<file path="config.mk">
export PLATFORM = sky130hd
export DESIGN_NAME = mc_control
export DESIGN_NICKNAME = d
export VERILOG_FILES = /design/src/rtl/mc_pkg.sv /design/src/rtl/mc_decode.sv /design/src/rtl/mc_control.sv
export SDC_FILE = /design/constraint.sdc
export NUM_CORES = 1
export LEC_CHECK = 0
export ABC_AREA = 0
export ABC_CLOCK_PERIOD_IN_PS = 4120
export CORE_MARGIN = 2
export CORE_UTILIZATION = 44
export DETAILED_ROUTE_END_ITERATION = 8
export PLACE_DENSITY = 0.83
export SYNTH_ARGS = -nofsm -noshare
export SYNTH_HDL_FRONTEND = slang
export SYNTH_HIERARCHICAL = 1
export SYNTH_SLANG_ARGS = --single-unit
</file>
<file path="constraint.sdc">
create_clock -name clk -period 4.12 [get_ports clk]
set_input_delay 1.03 -clock clk [delete_from_list [all_inputs] [get_ports clk]]
set_output_delay 1.03 -clock clk [all_outputs]
set_load 0.02 [all_outputs]
</file>
<file path="src/rtl/mc_pkg.sv">
// mc_pkg: shared encodings for the multi-cycle control FSM and its instruction decoder.
package mc_pkg;

   // FSM states; encoding is visible on the state output port
   typedef enum logic [2:0] {
      StFetch  = 3'd0,
      StDecode = 3'd1,
      StExec   = 3'd2,
      StMem    = 3'd3,
      StWb     = 3'd4
   } state_e;

   // Opcodes, IR[31:26]
   localparam logic [5:0] OpSpecial = 6'b000000;
   localparam logic [5:0] OpOri     = 6'b001101;
   localparam logic [5:0] OpLw      = 6'b100011;
   localparam logic [5:0] OpSw      = 6'b101011;
   localparam logic [5:0] OpBeq     = 6'b000100;
   localparam logic [5:0] OpLui     = 6'b001111;
   localparam logic [5:0] OpJ       = 6'b000010;
   localparam logic [5:0] OpJal     = 6'b000011;
   localparam logic [5:0] OpLb      = 6'b100000;
   localparam logic [5:0] OpLh      = 6'b100001;
   localparam logic [5:0] OpSb      = 6'b101000;
   localparam logic [5:0] OpSh      = 6'b101001;
   localparam logic [5:0] OpBltzal  = 6'b000001;

   // Function codes for SPECIAL, IR[5:0]
   localparam logic [5:0] FnAdd = 6'b100000;
   localparam logic [5:0] FnSub = 6'b100010;
   localparam logic [5:0] FnJr  = 6'b001000;

   // Next-PC select
   localparam logic [1:0] NpcPc4    = 2'b00;
   localparam logic [1:0] NpcBranch = 2'b01;
   localparam logic [1:0] NpcJump   = 2'b10;
   localparam logic [1:0] NpcJr     = 2'b11;

   // Register-file write address select
   localparam logic [1:0] WrselRt = 2'b00;
   localparam logic [1:0] WrselRd = 2'b01;
   localparam logic [1:0] WrselRa = 2'b11;

   // Register-file write data select
   localparam logic [1:0] WdselAlu = 2'b00;
   localparam logic [1:0] WdselDm  = 2'b01;
   localparam logic [1:0] WdselPc4 = 2'b10;

   // ALU operation
   localparam logic [2:0] AluAdd = 3'b000;
   localparam logic [2:0] AluSub = 3'b001;
   localparam logic [2:0] AluOr  = 3'b010;
   localparam logic [2:0] AluLui = 3'b011;

   // Data-memory access type and size
   localparam logic [1:0] DmwrNone  = 2'b00;
   localparam logic [1:0] DmwrLoad  = 2'b01;
   localparam logic [1:0] DmwrStore = 2'b10;
   localparam logic [1:0] DmselWord = 2'b00;
   localparam logic [1:0] DmselHalf = 2'b01;
   localparam logic [1:0] DmselByte = 2'b10;

   // Bit positions of the one-hot instruction-class vector
   localparam int unsigned NumInstr = 16;
   localparam int unsigned IAdd     = 0;
   localparam int unsigned ISub     = 1;
   localparam int unsigned IJr      = 2;
   localparam int unsigned IOri     = 3;
   localparam int unsigned ILui     = 4;
   localparam int unsigned ILw      = 5;
   localparam int unsigned ILh      = 6;
   localparam int unsigned ILb      = 7;
   localparam int unsigned ISw      = 8;
   localparam int unsigned ISh      = 9;
   localparam int unsigned ISb      = 10;
   localparam int unsigned IBeq     = 11;
   localparam int unsigned IBltzal  = 12;
   localparam int unsigned IJ       = 13;
   localparam int unsigned IJal     = 14;
   localparam int unsigned IIllegal = 15;

   function automatic logic is_load(input logic [NumInstr-1:0] oh);
      return oh[ILw] | oh[ILh] | oh[ILb];
   endfunction

   function automatic logic is_store(input logic [NumInstr-1:0] oh);
      return oh[ISw] | oh[ISh] | oh[ISb];
   endfunction

   // Access size shared by the load and store of the same width
   function automatic logic [1:0] dm_size(input logic [NumInstr-1:0] oh);
      if (oh[ILb] | oh[ISb]) return DmselByte;
      if (oh[ILh] | oh[ISh]) return DmselHalf;
      return DmselWord;
   endfunction

endpackage

</file>
<file path="src/rtl/mc_decode.sv">
// mc_decode: combinational opcode/funct to one-hot instruction-class decoder.
// Exactly one bit of instr is set; anything unsupported lands on IIllegal.
module mc_decode
   import mc_pkg::*;
(
   input  logic [5:0]          opcode,
   input  logic [5:0]          funct,
   output logic [NumInstr-1:0] instr
);

   // Classify the instruction held in the IR
   always_comb begin
      instr = '0;
      unique case (opcode)
         OpSpecial: begin
            unique case (funct)
               FnAdd:   instr[IAdd]     = 1'b1;
               FnSub:   instr[ISub]     = 1'b1;
               FnJr:    instr[IJr]      = 1'b1;
               default: instr[IIllegal] = 1'b1;
            endcase
         end
         OpOri:    instr[IOri]     = 1'b1;
         OpLui:    instr[ILui]     = 1'b1;
         OpLw:     instr[ILw]      = 1'b1;
         OpLh:     instr[ILh]      = 1'b1;
         OpLb:     instr[ILb]      = 1'b1;
         OpSw:     instr[ISw]      = 1'b1;
         OpSh:     instr[ISh]      = 1'b1;
         OpSb:     instr[ISb]      = 1'b1;
         OpBeq:    instr[IBeq]     = 1'b1;
         OpBltzal: instr[IBltzal]  = 1'b1;
         OpJ:      instr[IJ]       = 1'b1;
         OpJal:    instr[IJal]     = 1'b1;
         default:  instr[IIllegal] = 1'b1;
      endcase
   end

endmodule

</file>
<file path="src/rtl/mc_control.sv">
// mc_control: five-state multi-cycle sequencer (FETCH, DECODE, EXEC, MEM, WB) for the
// MIPS-subset datapath. Write enables are single-cycle pulses; selects are zero whenever
// they are not in use. Memory waits are bounded by TIMEOUT (0 = unbounded).
// Optional build macro PERF_CNT_EN adds cycle_cnt / instr_cnt performance counters.
module mc_control
   import mc_pkg::*;
#(
   parameter int unsigned TIMEOUT = 16,
   parameter int unsigned CNT_W   = 5   // must satisfy 2**CNT_W > TIMEOUT
) (
   input  logic        clk,
   input  logic        reset,
   input  logic [5:0]  opcode,
   input  logic [5:0]  funct,
   input  logic        branch,
   input  logic        imem_ready,
   input  logic        dmem_ready,
   output logic        imem_req,
   output logic        dmem_req,
   output logic        IRWr,
   output logic        PCWr,
   output logic [1:0]  NPCop,
   output logic [1:0]  WRsel,
   output logic [1:0]  WDsel,
   output logic        RFWr,
   output logic        EXTop,
   output logic        Bsel,
   output logic [2:0]  ALUop,
   output logic [1:0]  DMWr,
   output logic [1:0]  DMsel,
   output logic [2:0]  state,
   output logic        illegal,
   output logic        timeout
`ifdef PERF_CNT_EN
   ,
   output logic [31:0] cycle_cnt,
   output logic [31:0] instr_cnt
`endif
);

   state_e               state_q, state_d;
   logic [CNT_W-1:0]     cnt_q, cnt_d;
   logic                 illegal_q, illegal_d;
   logic                 timeout_q, timeout_d;
   logic [NumInstr-1:0]  instr;
   logic                 ld, st, rtype;
   logic                 wait_hit;

   mc_decode u_decode (
      .opcode (opcode),
      .funct  (funct),
      .instr  (instr)
   );

   assign ld    = is_load(instr);
   assign st    = is_store(instr);
   assign rtype = instr[IAdd] | instr[ISub];

   // The wait limit is evaluated on the cycle the counter already holds TIMEOUT, so a
   // ready arriving on that same cycle still completes the access.
   assign wait_hit = (TIMEOUT != 0) && (cnt_q == CNT_W'(TIMEOUT));

   // State, wait counter and sticky flags
   always_ff @(posedge clk or posedge reset) begin
      if (reset) begin
         state_q   <= StFetch;
         cnt_q     <= '0;
         illegal_q <= 1'b0;
         timeout_q <= 1'b0;
      end else begin
         state_q   <= state_d;
         cnt_q     <= cnt_d;
         illegal_q <= illegal_d;
         timeout_q <= timeout_d;
      end
   end

   // Next state and per-state datapath controls
   always_comb begin
      state_d   = state_q;
      cnt_d     = cnt_q;
      illegal_d = illegal_q;
      timeout_d = timeout_q;
      imem_req  = 1'b0;
      dmem_req  = 1'b0;
      IRWr      = 1'b0;
      PCWr      = 1'b0;
      NPCop     = NpcPc4;
      WRsel     = WrselRt;
      WDsel     = WdselAlu;
      RFWr      = 1'b0;
      EXTop     = 1'b0;
      Bsel      = 1'b0;
      ALUop     = AluAdd;
      DMWr      = DmwrNone;
      DMsel     = DmselWord;

      unique case (state_q)
         StFetch: begin
            imem_req = 1'b1;
            if (imem_ready) begin
               IRWr    = 1'b1;
               PCWr    = 1'b1;
               NPCop   = NpcPc4;
               state_d = StDecode;
            end else if (wait_hit) begin
               // Give up on this attempt and re-issue the fetch
               timeout_d = 1'b1;
               cnt_d     = '0;
            end else if (TIMEOUT != 0) begin
               cnt_d = cnt_q + CNT_W'(1);
            end
         end

         StDecode: begin
            if (instr[IJ]) begin
               PCWr    = 1'b1;
               NPCop   = NpcJump;
               state_d = StFetch;
            end else if (instr[IJal]) begin
               PCWr    = 1'b1;
               NPCop   = NpcJump;
               RFWr    = 1'b1;
               WRsel   = WrselRa;
               WDsel   = WdselPc4;
               state_d = StFetch;
            end else if (instr[IJr]) begin
               PCWr    = 1'b1;
               NPCop   = NpcJr;
               state_d = StFetch;
            end else if (instr[IIllegal]) begin
               // Unsupported encoding retires as a nop
               illegal_d = 1'b1;
               state_d   = StFetch;
            end else begin
               state_d = StExec;
            end
         end

         StExec: begin
            if (ld || st) begin
               ALUop   = AluAdd;
               Bsel    = 1'b1;
               EXTop   = 1'b1;
               state_d = StMem;
            end else if (instr[IOri]) begin
               ALUop   = AluOr;
               Bsel    = 1'b1;
               state_d = StWb;
            end else if (instr[ILui]) begin
               ALUop   = AluLui;
               Bsel    = 1'b1;
               state_d = StWb;
            end else if (instr[ISub]) begin
               ALUop   = AluSub;
               state_d = StWb;
            end else if (instr[IAdd]) begin
               ALUop   = AluAdd;
               state_d = StWb;
            end else if (instr[IBeq]) begin
               ALUop   = AluSub;
               EXTop   = 1'b1;
               PCWr    = branch;
               NPCop   = branch ? NpcBranch : NpcPc4;
               state_d = StFetch;
            end else if (instr[IBltzal]) begin
               PCWr = branch;
               RFWr = branch;
               if (branch) begin
                  NPCop = NpcBranch;
                  WRsel = WrselRa;
                  WDsel = WdselPc4;
               end
               state_d = StFetch;
            end else begin
               // Only reachable if the IR changes after DECODE; recover by refetching
               state_d = StFetch;
            end
         end

         StMem: begin
            dmem_req = 1'b1;
            DMWr     = st ? DmwrStore : DmwrLoad;
            DMsel    = dm_size(instr);
            if (dmem_ready) begin
               state_d = st ? StFetch : StWb;
            end else if (wait_hit) begin
               // Abort: no write-back for a timed-out load
               timeout_d = 1'b1;
               state_d   = StFetch;
            end else if (TIMEOUT != 0) begin
               cnt_d = cnt_q + CNT_W'(1);
            end
         end

         StWb: begin
            RFWr    = 1'b1;
            WRsel   = rtype ? WrselRd : WrselRt;
            WDsel   = ld ? WdselDm : WdselAlu;
            state_d = StFetch;
         end

         default: begin
            state_d = StFetch;
         end
      endcase

      if (state_d != state_q) begin
         cnt_d = '0;
      end

      // Outputs are forced low for the whole reset window, including the fetch request
      if (reset) begin
         imem_req = 1'b0;
         dmem_req = 1'b0;
         IRWr     = 1'b0;
         PCWr     = 1'b0;
         NPCop    = NpcPc4;
         WRsel    = WrselRt;
         WDsel    = WdselAlu;
         RFWr     = 1'b0;
         EXTop    = 1'b0;
         Bsel     = 1'b0;
         ALUop    = AluAdd;
         DMWr     = DmwrNone;
         DMsel    = DmselWord;
      end
   end

   assign state   = state_q;
   assign illegal = illegal_q;
   assign timeout = timeout_q;

`ifdef PERF_CNT_EN
   // Free-running cycle count and retired-instruction count (every return to FETCH)
   always_ff @(posedge clk or posedge reset) begin
      if (reset) begin
         cycle_cnt <= '0;
         instr_cnt <= '0;
      end else begin
         cycle_cnt <= cycle_cnt + 32'd1;
         if ((state_q != StFetch) && (state_d == StFetch)) begin
            instr_cnt <= instr_cnt + 32'd1;
         end
      end
   end
`endif

endmodule

</file>
# Word level (Yosys, flattened, before mapping)
# Index checks and enable logic that the tools add are counted.
# totals
input_bits	17
regBits	10
elab_cells	196
out_inout_bits	25
# classes
n_eq_ne	26
reduce_logical	10
n_mux	145
bitwise	10
n_addsub	1
# op_table
op	n
$mux 2	43
$mux 1	77
$eq 6x6->1 const B	8
$mux 3	11
$mux 5	5
$eq 6x4->1 const B	3
$eq 6x2->1 const B	2
$pmux 2 s3	2
$pmux 3 s4	1
$reduce_or 12->1	1
$pmux 5 s2	1
$ne 3x3->1 const B	3
$or 1x1->1	7
$eq 3x2->1 const B	2
$eq 6x1->1 const B	1
$eq 6x3->1 const B	1
$logic_not 6->1	1
$pmux 1 s3	2
$add 5x1->5 const B	1
$eq 5x5->1 const B	1
$reduce_and 5->1	1
$ne 2x2->1 const B	2
$pmux 1 s2	2
$pmux 2 s2	1
other kinds (11)	13

# Logic depth before layout (Yosys ltp)
# Gate-level depths: netlist (run 1).
# depth
word_depth	12
mapped_depth	9
mapped_depth_nobuf	8

# By module
# The synthesis (run 1) kept the hierarchy.
# modules_own_cells
module	instances	seq_area_each_um2	cells_per_inst	area_per_inst_um2
mc_control	1	250.2	117	902.1
mc_decode	1	0.0	42	220.2

# Worst setup path after synthesis (run 1)
# No wires, ideal clock.
# synth_timing
kind	input to output
startpoint	input port opcode[5]
endpoint	output port WRsel[1]
cell_stages	9
t_arrival_ns	2.844
path_slack_ns	0.246
required_time_ns	3.090
n_path_buf	1
cell_sequence	nor2_1 nand2_1 or3_2 nor3_1 or4_4 nor4_4 a31oi_1 nor2_1 buf_4
# synth_between
elab_cells_between_ends	42
cone_classes	eq/ne: 12; mux: 24; bitwise: 4; reduce/logical: 2
# synth_rtl
element	line	rtl
start, declared	mc_control.sv:13	input logic [5:0] opcode,
$logic_not 6->1	mc_decode.sv:14	unique case (opcode)
$mux 3	mc_decode.sv:14	
via instr[1]	mc_control.sv:45	logic [NumInstr-1:0] instr;
$mux 2	mc_control.sv:154	end else if (instr[ISub]) begin
$mux 2	mc_control.sv:150	end else if (instr[ILui]) begin
$mux 2	mc_control.sv:146	end else if (instr[IOri]) begin
$mux 2	mc_control.sv:141	if (ld || st) begin
$pmux 2 s3	mc_control.sv:98	unique case (state_q)
$mux 2	mc_control.sv:213	if (reset) begin
end, declared	mc_control.sv:23	output logic [1:0] WRsel,
# The timed path passes the listed nets, and every way through them passes these cells.

# Final worst setup path (run 1)
# layout_timing
startpoint	input port opcode[4]
endpoint	output port PCWr
# layout_between
elab_cells_between_ends	43
cone_classes	eq/ne: 12; mux: 25; bitwise: 4; reduce/logical: 2
# layout_rtl
element	line	rtl
$logic_not 6->1	mc_decode.sv:14	
$mux 3	mc_decode.sv:14	
via instr[1]	mc_control.sv:45	
$mux 1	mc_control.sv:154	
$mux 1	mc_control.sv:150	
$mux 1	mc_control.sv:146	
$mux 1	mc_control.sv:141	
$pmux 1 s3	mc_control.sv:98	
$mux 1	mc_control.sv:213	
end, declared	mc_control.sv:21	output logic PCWr,
# The timed path passes the listed nets, and every way through them passes these cells.

==> summary.txt, run 1 <==
Setup path
  – WP data required: between 3000 and 4000 ps
  – Kind of critical path: in -> out
  – R2R Path Start: state[1]
  – CP endpoint kind: output port
  – Crit. Startpoint: opcode[4]
  – Max Fanout on Critical Path: 3
  – Data arrival, critical path: around 3000 ps
  – Startpoint Class: input port

Finish
  – Nets: between 200 and 250
  – Most common cell after layout, fill and taps aside: buf_4
  – Commonest non-fill, non-tap cells in the layout: buf_4 (33), nor2_1 (26), clkdlybuf4s50_1 (17)
  – Layout cells sized above 1: 0.301
  – Fill count: around 190
  – # diodes: 0
  – Area growth, synth to finish: 61.5%

Synthesis
  – #FFs+latches synth: 10
  – Post-Syn Instances: ~160
  – Synth Net Count: 178
  – Number of enable flip-flop cells after synthesis: 0
  – Post-synth top flop: dfrtp_1
  – Asr flop ratio synth: 1.00
  – Yosys cell types: 49
  – Cell Area, Synth: ~1100 µm²
  – Syn Area/Cell: 7.06 µm²
  – Synth warnings: 6
  – Sequential share of the synthesized area: 0.223

Floorplan
  – Die Width: 54.5 µm
  – I/O pins: 42
  – Die Y-Extent: roughly 55 µm
  – Total core area: 2450 µm²
  – Starting Density: 0.457
  – Die Area: 2970 µm²
  – # rows: 18

Power
  – PD cells: 184 nW/µm²
  – Power share of the combinational group: 0.379
  – PnR Total Power: 0.333 mW
  – P_sw: 0.115 mW
  – Max VDD drop: approximately 230 µV
  – Clk pwr share: 0.263
  – Sw Share: 0.345
  – Cell Int Power: 0.218 mW
  – P_leak: 0.829 nW
  – Register share of total power: 0.358

CTS
  – Clk buf depth: 2
  – Skew-Pair Late Insertion Delay: 270 ps
  – CTS buffer count: 3
  – TritonCTS Sinks: 10
  – Clk root buf: clkbuf_4
  – H-tree lvl count: 1
  – CTS tree: done
  – Reg clk slew, reported paths: 60 ps
  – Hold-fix buffers, CTS: 0

Detailed routing
  – Residual DRC count: 0
  – DR WL/cell: 14.5 µm
  – Post-route ant nets: 0
  – Routed WL: 3.71 mm
  – Vias per cell: 5.81
  – Router iterations before antenna repair: 4
  – 1st-iter DRT viols: 77
  – Vias post-DR: around 1,500

STA
  – Final Hold Fails: 0
  – Clock Skew: 4.55 ps
  – Measured slew at the worst slew-check pin: 550 ps
  – Max_slew headroom: 0.634
  – Fmax: 0.248 GHz
  – Period Utilization, post-route: 0.979
  – Min Clock Period, post-route: slightly above 4000 ps
  – Max-slew violation count: 0
  – Setup violators final: 0
  – Setup ws final: about 86 ps

Place
  – Final HPWL DP: 2.82 mm
  – Setup WS pre-CTS: -653 ps
  – Placer Congestion: 0.954
  – PortBufs: 40

Hold path
  – Worst Hold Launch: timeout
  – Hold Crit Class: reg -> reg

Job
  – Max cap viols: 0

Global route
  – All-Layer GR Usage: 0.251
  – Antenna violations before repair: 0
  – Vias in the first global route: approximately 1,400
  – Global-route wire length before repair: 5.53 mm
  – Largest net degree at the start of global routing: 19
  – Total grt overflow: 0

Run status
  – Status: completed
## worst max-delay path, cell delays in order
cell	delay (ps)
clkdlybuf4s15_1	210
nor2_2	70
nand2_1	90
or3_4	160
nor3_2	50
or4_4	510
nor4_4	360
o21ai_2	130
a211oi_2	230
buf_4	170
## synthesized netlist by cell type (2+ instances only)
library cell   n  area, µm²
nor2_1        27        101
nor3_1        18       90.1
nand2_1       12       45.0
dfrtp_1       10        250
nand3_1       10       50.1
inv_1          9       33.8
a21oi_1        5       25.0
nand3b_1       5       37.5
o21ai_0        4       20.0
a31oi_1        3       18.8
buf_4          3       22.5
clkbuf_1       3       11.3
nor4_1         3       18.8
or3_1          3       18.8
a211oi_1       2       15.0
ha_1           2       25.0
nor2b_1        2       12.5
nor3b_1        2       15.0
o21ai_1        2       10.0
o21bai_1       2       15.0
or2b_1         2       15.0
xnor2_1        2       17.5
xor2_1         2       17.5
## final timing paths
check                      endpoint  slack (ps)  depth (start not counted)
min in group asynchronous  cnt_q[3]        1240                          3
hold reg to reg             timeout         480                          1
setup / recovery               PCWr          90                         10
hold / removal              timeout         480                          1
max in group asynchronous  cnt_q[2]        2720                          3
setup reg to reg           cnt_q[2]        2270                          4
## registers in the layout (all words and copies together) (netlist names)
register,count
timeout,1
cnt_q,5
state,3
illegal,1
## power groups by stage
stage	clock (mW)	combinational [mW]	sequential, mW
final	0.0877	0.126	0.119
after global routing	0.0939	0.135	0.120
after CTS	0.0895	0.124	0.118
after detailed placement	0	0.123	0.120
after global placement	0	0.117	0.119
after floorplan	0	0.0726	0.115
## per-layer routing
| metal | global-route usage | share of wire | up-vias |
|---|---|---|---|
| li1 | - | - | 702 |
| met1 | 0.309 | 0.41 | 702 |
| met2 | 0.432 | 0.50 | 76 |
| met3 | 0.0628 | 0.081 | 8 |
| met4 | 0.0667 | 0.010 | 0 |
| met5 | 0 | 0 | - |
## area by class of cell
class	instances	area (µm²)	area share
sequential	10	250	0.138
inverter	10	37.5	0.0207
clock buffer	4	36.3	0.0200
tap	30	37.5	0.0207
multi-input combinational	130	841	0.464
timing repair buffer	72	611	0.337
## logic make-up (layout without fill, tap and decap cells)
kind of cell	after synthesis	count (layout)	synth area share
AO/OA/AOI/OAI	28	28	0.175
adder cells (fa/ha/maj)	2	2	0.0223
flip-flops	10	10	0.223
other	1	1	0.00334
buffers and inverters	19	86	0.0814
AND/OR/NAND/NOR	95	95	0.464
XOR/XNOR	4	4	0.0312
## what timing repair did
item                                    4_1_cts  5_1_grt
pin swaps                                     8        7
gates resized for setup                      46       26
endpoints found under the setup margin       14        8
buffers inserted                              1        0
## through the flow
step,std cells,utilization,hold WS (ps),cell area (µm²),TNS (ps)
3_3_place_gp,251,0.708,453,1740,-4350
4_1_cts,256,0.728,485,1790,0
6_report,256,0.739,478,1810,0
5_1_grt,256,0.739,492,1810,-7.49
2_1_floorplan,159,-,535,1120,0
3_5_place_dp,251,0.708,469,1740,-5410
Power figures use the tool's default switching activity.
==> inputs of run 2 (changes only) <==
Settings changed: PLACE_DENSITY 0.83 to unset, PLACE_DENSITY_LB_ADDON set to 0.25.
==> run 2 against run 1 <==
Net effect: power fell by 1.3%; die area did not move; sequential power barely moved; critical path depth did not move; global-route usage fell by 0.74 points.
==> summary.txt, run 2 (synthesis results as in run 1) <==
Run status
  – Status: completed (unchanged)

Floorplan
  – Starting Density: 0.457 (unchanged)
  – Die Area: 2970 µm² (unchanged)
  – Die Width: 54.5 µm (unchanged)
  – Die Y-Extent: 54.5 µm (unchanged)
  – I/O pins: 42 (unchanged)
  – # rows: 18 (unchanged)
  – Total core area: 2450 µm² (unchanged)

Finish
  – Nets: 247 (was 246)
  – Post-route cell area: 1810 µm² (about the same)
  – Max FFs per register: 5 (unchanged)
  – Area growth, synth to finish: 61.7% (was 61.5%)
  – # diodes: 0 (unchanged)
  – Commonest non-fill, non-tap cells in the layout: buf_4 (36), nor2_1 (26), clkdlybuf4s50_1 (14) (was buf_4 (33), nor2_1 (26), clkdlybuf4s50_1 (17))
  – Reg with most FFs: cnt_q (unchanged)
  – Fill count: 184 (was 188)
  – Layout cells sized above 1: 0.304 (was 0.301)
  – Register area: 250 µm² (unchanged)
  – Final Non-Filler Cells: 257 (was 256)
  – Layout Utilization: 0.739 (about the same)
  – Area occupied by multi-input gates: 835 µm² (was 841 µm²)
  – Most common cell after layout, fill and taps aside: buf_4 (unchanged)

Setup path
  – Max Fanout on Critical Path: 3 (unchanged)
  – R2R Setup Slk: 2190 ps (was 2270 ps)
  – Data arrival, critical path: 2940 ps (was 3000 ps)
  – CP endpoint kind: output port (unchanged)
  – Startpoint Class: input port (unchanged)
  – Kind of critical path: in -> out (unchanged)
  – WP data required: 3090 ps (about the same)

STA
  – Min Clock Period, post-route: 3970 ps (was 4030 ps)
  – Setup ws final: 151 ps (was 85.7 ps)
  – Fin Setup TNS: 0 ps (unchanged)
  – Clock Skew: 5.09 ps (was 4.55 ps)
  – Final Hold Fails: 0 (unchanged)
  – Measured slew at the worst slew-check pin: 591 ps (was 550 ps)
  – Setup violators final: 0 (unchanged)
  – Period Utilization, post-route: 0.963 (was 0.979)
  – Max_slew headroom: 0.606 (was 0.634)
  – Fmax: 0.252 GHz (was 0.248 GHz)
  – Max-slew violation count: 0 (unchanged)
  – WHS: 474 ps (was 478 ps)

CTS
  – TritonCTS Sinks: 10 (unchanged)
  – CTS tree: done (unchanged)
  – Clk root buf: clkbuf_4 (unchanged)
  – Skew-Pair Late Insertion Delay: 260 ps (was 270 ps)
  – Reg clk slew, reported paths: 60 ps (about the same)
  – Hold-fix buffers, CTS: 0 (unchanged)
  – Clk buf depth: 2 (unchanged)
  – CTS buffer count: 3 (unchanged)
  – H-tree lvl count: 1 (unchanged)

Detailed routing
  – Post-route ant nets: 0 (unchanged)
  – Router iterations before antenna repair: 5 (was 4)
  – DR WL/cell: 14.4 µm (was 14.5 µm)
  – Routed WL: 3.70 mm (was 3.71 mm)
  – 1st-iter DRT viols: 46 (was 77)
  – Vias per cell: 5.72 (was 5.81)
  – Residual DRC count: 0 (unchanged)
  – Vias post-DR: 1,469 (was 1,488)

Power
  – P_sw: 0.112 mW (was 0.115 mW)
  – Register share of total power: 0.366 (was 0.358)
  – Power share of the combinational group: 0.377 (was 0.379)
  – Sw Share: 0.341 (was 0.345)
  – Max VDD drop: 276 µV (was 226 µV)
  – P_leak: 0.856 nW (was 0.829 nW)
  – Cell Int Power: 0.217 mW (was 0.218 mW)
  – PD cells: 181 nW/µm² (was 184 nW/µm²)
  – PnR Total Power: 0.329 mW (was 0.333 mW)
  – Clk pwr share: 0.257 (was 0.263)

Global route
  – Total grt overflow: 0 (unchanged)
  – Antenna violations before repair: 0 (unchanged)
  – Global-route wire length before repair: 5.35 mm (was 5.53 mm)
  – Vias in the first global route: 1,279 (was 1,366)
  – Largest net degree at the start of global routing: 19 (unchanged)
  – All-Layer GR Usage: 0.243 (was 0.251)

Hold path
  – Hold Crit Class: reg -> reg (unchanged)

Place
  – PortBufs: 40 (unchanged)
  – Setup WS pre-CTS: -616 ps (was -653 ps)
  – Placer Congestion: 0.923 (was 0.954)
  – Post-DP Area: 1730 µm² (was 1740 µm²)
  – Final HPWL DP: 2.83 mm (was 2.82 mm)
  – Post-placement cell count: 250 (was 251)

Job
  – Max cap viols: 0 (unchanged)
run 2: cell types whose count changed in the layout (fill, tap and decap cells not counted), sizes merged:
cell,delta
dlygate4sd2,+2
clkdlybuf4s15,-1
clkbuf,-1
dlymetal6s2s,+2
buf,+1
dlygate4sd1,+1
clkdlybuf4s50,-3
run 2: power groups by stage:
stage	combinational, mW	sequential [mW]	clock, mW
3_5_place_dp	0.121	0.121	0
6_report	0.124	0.120	0.0846
2_1_floorplan	0.0726	0.115	0
4_1_cts	0.122	0.120	0.0881
5_1_grt	0.135	0.121	0.0950
3_3_place_gp	0.116	0.119	0
run 2: layer usage:
layer | share of wire | GRT usage | vias up
met4 | 0.0051 | 0.0167 | 0
met1 | 0.41 | 0.302 | 673
met5 | 0 | 0 | -
met3 | 0.082 | 0.0601 | 4
met2 | 0.50 | 0.440 | 75
li1 | - | - | 717
run 2: final cells by class:
cell class / instances / share of cell area
inverter: 10 / 0.0207
timing repair buffer: 73 / 0.341
clock buffer: 4 / 0.0200
tap: 30 / 0.0207
sequential: 10 / 0.138
multi-input combinational: 130 / 0.460
run 2: final timing paths:
kind,startpoint,to,cells past startpoint
max reg2reg,state[1],cnt_q[0],4
min in group asynchronous,reset,cnt_q[3],3
max,opcode[5],PCWr,10
min,timeout,timeout,1
max in group asynchronous,reset,state[2],3
min reg2reg,timeout,timeout,1
run 2: worst max-delay path, stage by stage:
cell and delay, ps:
dlymetal6s2s_1 140, nor2_2 60, buf_4 130, nand3_1 100, nor2_1 80, or4_4 550, nor4_4 320, o21ai_2 110
a211oi_2 240, buf_4 170
run 2: timing repair:
item	CTS	global route
resized for setup	50	22
gates cloned	0	0
setup buffers	1	2
setup endpoints to repair	15	13
pin swaps	6	6
==> inputs of run 3 (changes only) <==
Settings changed: ABC_CLOCK_PERIOD_IN_PS 4120 to 3700, CORE_UTILIZATION 44 to 46, CTS_BUF_LIST set to sky130_fd_sc_hd__clkbuf_2 sky130_fd_sc_hd__clkbuf_4 sky130_fd_sc_hd__clkbuf_8, CTS_CLUSTER_DIAMETER set to 60.
Clock period 4.12 ns to 3.7 ns, I/O delays scaled along.
==> run 3 against run 2 <==
Net effect: the flow now finishes with violations (setup timing); combinational power increased by 33%; power grew 14%; critical path depth is 1 lower; utilization rose by 12 points; final area increased by 7.3%; via count grew 16%; first-iteration DRC count increased to 3.2 times the previous value; die area fell by 4.0%.
==> summary.txt, run 3 (synthesis results as in run 1) <==
Global route
  – Vias in the first global route: 1,631 (was 1,279)
  – Antenna violations before repair: 0 (unchanged)
  – Global-route wire length before repair: 7.40 mm (was 5.35 mm)
  – All-Layer GR Usage: 0.362 (was 0.243)
  – Total grt overflow: 0 (unchanged)
  – Largest net degree at the start of global routing: 19 (unchanged)

Floorplan
  – Die Width: 53.4 µm (was 54.5 µm)
  – I/O pins: 42 (unchanged)
  – Total core area: 2250 µm² (was 2450 µm²)
  – # rows: 17 (was 18)
  – Die Y-Extent: 53.4 µm (was 54.5 µm)
  – Die Area: 2850 µm² (was 2970 µm²)
  – Starting Density: 0.498 (was 0.457)

Finish
  – Layout cells sized above 1: 0.412 (was 0.304)
  – Area growth, synth to finish: 73.5% (was 61.7%)
  – Final Non-Filler Cells: 266 (was 257)
  – Most common cell after layout, fill and taps aside: buf_4 (unchanged)
  – Layout Utilization: 0.863 (was 0.739)
  – Reg with most FFs: cnt_q (unchanged)
  – Fill count: 132 (was 184)
  – # diodes: 0 (unchanged)
  – Nets: 259 (was 247)
  – Commonest non-fill, non-tap cells in the layout: buf_4 (50), nor2_1 (23), clkdlybuf4s50_1 (15) (was buf_4 (36), nor2_1 (26), clkdlybuf4s50_1 (14))
  – Max FFs per register: 5 (unchanged)

Place
  – PortBufs: 40 (unchanged)
  – Post-placement cell count: 253 (was 250)
  – Setup WS pre-CTS: -865 ps (was -616 ps)
  – Final HPWL DP: 2.92 mm (was 2.83 mm)
  – Placer Congestion: 0.874 (was 0.923)

CTS
  – Clk buf depth: 2 (unchanged)
  – CTS tree: done (unchanged)
  – Skew-Pair Late Insertion Delay: 270 ps (was 260 ps)
  – H-tree lvl count: 1 (unchanged)
  – TritonCTS Sinks: 10 (unchanged)
  – Clk root buf: clkbuf_4 (unchanged)
  – Reg clk slew, reported paths: 70 ps (was 60 ps)
  – CTS buffer count: 3 (unchanged)

Setup path
  – Crit. Startpoint: funct[4] (was opcode[5])
  – Crit path to: PCWr (unchanged)
  – Data arrival, critical path: 2910 ps (was 2940 ps)
  – R2r endpoint: cnt_q[0] (unchanged)
  – R2R Path Start: state[1] (unchanged)
  – R2R Setup Slk: 1680 ps (was 2190 ps)
  – WP data required: 2770 ps (was 3090 ps)
  – Startpoint Class: input port (unchanged)
  – Max Fanout on Critical Path: 3 (unchanged)
  – Kind of critical path: in -> out (unchanged)
  – CP endpoint kind: output port (unchanged)
  – R2r worst-path depth: 4 (unchanged)

STA
  – Fin Setup TNS: -550 ps (was 0 ps)
  – Setup ws final: -133 ps (was 151 ps)
  – Max_slew headroom: 0.592 (was 0.606)
  – Min Clock Period, post-route: 3830 ps
  – Fmax: around 0.26 GHz
  – Final Hold Fails: 0 (unchanged)
  – Setup violators final: 6 (was 0)
  – RSZ-0062 raised after global routing: true
  – Clock Skew: 10.1 ps (was 5.09 ps)
  – Max-slew violation count: 0 (unchanged)
  – Period Utilization, post-route: 1.04
  – Measured slew at the worst slew-check pin: 610 ps (was 591 ps)

Run status
  – Failing checks: setup timing
  – Status: finished, violations left (was completed)

Power
  – Power share of the combinational group: 0.440 (was 0.377)
  – PD cells: 193 nW/µm² (was 181 nW/µm²)
  – Cell Int Power: 0.228 mW (was 0.217 mW)
  – Max VDD drop: 282 µV (was 276 µV)
  – Clk pwr share: 0.201 (was 0.257)
  – Sw Share: 0.392 (was 0.341)
  – Register share of total power: 0.359 (was 0.366)
  – P_sw: 0.147 mW (was 0.112 mW)
  – P_leak: 0.870 nW (was 0.856 nW)

Hold path
  – Hold Crit Class: reg -> reg (unchanged)

Detailed routing
  – 1st-iter DRT viols: 147 (was 46)
  – Post-route ant nets: 0 (unchanged)
  – DR WL/cell: 19.5 µm (was 14.4 µm)
  – Vias per cell: 6.41 (was 5.72)
  – Router iterations before antenna repair: 5 (unchanged)
  – Routed WL: 5.17 mm (was 3.70 mm)
  – Residual DRC count: 0 (unchanged)
  – Vias post-DR: 1,705 (was 1,469)

Job
  – Max cap viols: 0 (unchanged)
==> run 3: cell types whose count changed in the layout (fill, tap and decap cells not counted), moves of 2 or more <==
cell / change
buf_4: +14
buf_6: +8
dlymetal6s2s_1: -8
nor2_1: -3
nor2_4: +2
nor3_4: +2
==> run 3: metal layers <==
layer | GRT usage | vias to the layer above | wire (µm)
li1 | - | 730 | -
met1 | 0.387 | 769 | 1840
met2 | 0.636 | 159 | 2390
met3 | 0.0819 | 47 | 585
met4 | 0.218 | 0 | 365
met5 | 0 | - | 0
==> run 3: worst min-delay path by stage <==
stage,startpoint,end,slack [ps],depth (start not counted)
2_1_floorplan,cnt_q[0],cnt_q[0],540,3
3_3_place_gp,timeout,timeout,460,1
3_5_place_dp,timeout,timeout,460,1
4_1_cts,timeout,timeout,480,1
5_1_grt,timeout,timeout,490,1
6_report,timeout,timeout,470,1
==> run 3: layout make-up <==
type                       count  area, µm²  share of cell area
clock buffer                   3       22.5              0.0116
inverter                      10       37.5              0.0193
multi-input combinational    130        895               0.460
sequential                    10        250               0.129
tap                           28       35.0              0.0180
timing repair buffer          85        707               0.363
==> run 3: what timing repair did <==
action	CTS	global route
setup endpoints to repair	16	10
hold buffers	0	0
gates resized for setup	84	40
pin swaps	16	8
setup buffers	7	3
==> run 3: power groups by stage <==
| stage | clock network [mW] | logic (mW) | registers, mW |
|---|---|---|---|
| 5_1_grt | 0.0805 | 0.173 | 0.136 |
| 4_1_cts | 0.0737 | 0.140 | 0.132 |
| 3_3_place_gp | 0 | 0.133 | 0.133 |
| 6_report | 0.0754 | 0.165 | 0.135 |
| 3_5_place_dp | 0 | 0.138 | 0.134 |
| 2_1_floorplan | 0 | 0.0808 | 0.128 |
==> run 3: worst max-delay path, stage by stage <==
cell      delay [ps]
buf_6             70
nor3_2            40
nand3b_1         270
nor3_4            90
or4_4            560
nor4_4           370
o21ai_2          140
a211oi_2         250
buf_4            190
==> run 3: stage by stage <==
stage	hold WS (ps)	power [mW]	instance area [µm²]
finish	474	0.375	1950
global route	490	0.390	1950
CTS	476	0.346	1880
detailed placement	462	0.272	1770
global placement	458	0.266	1770
floorplan	535	0.209	1120
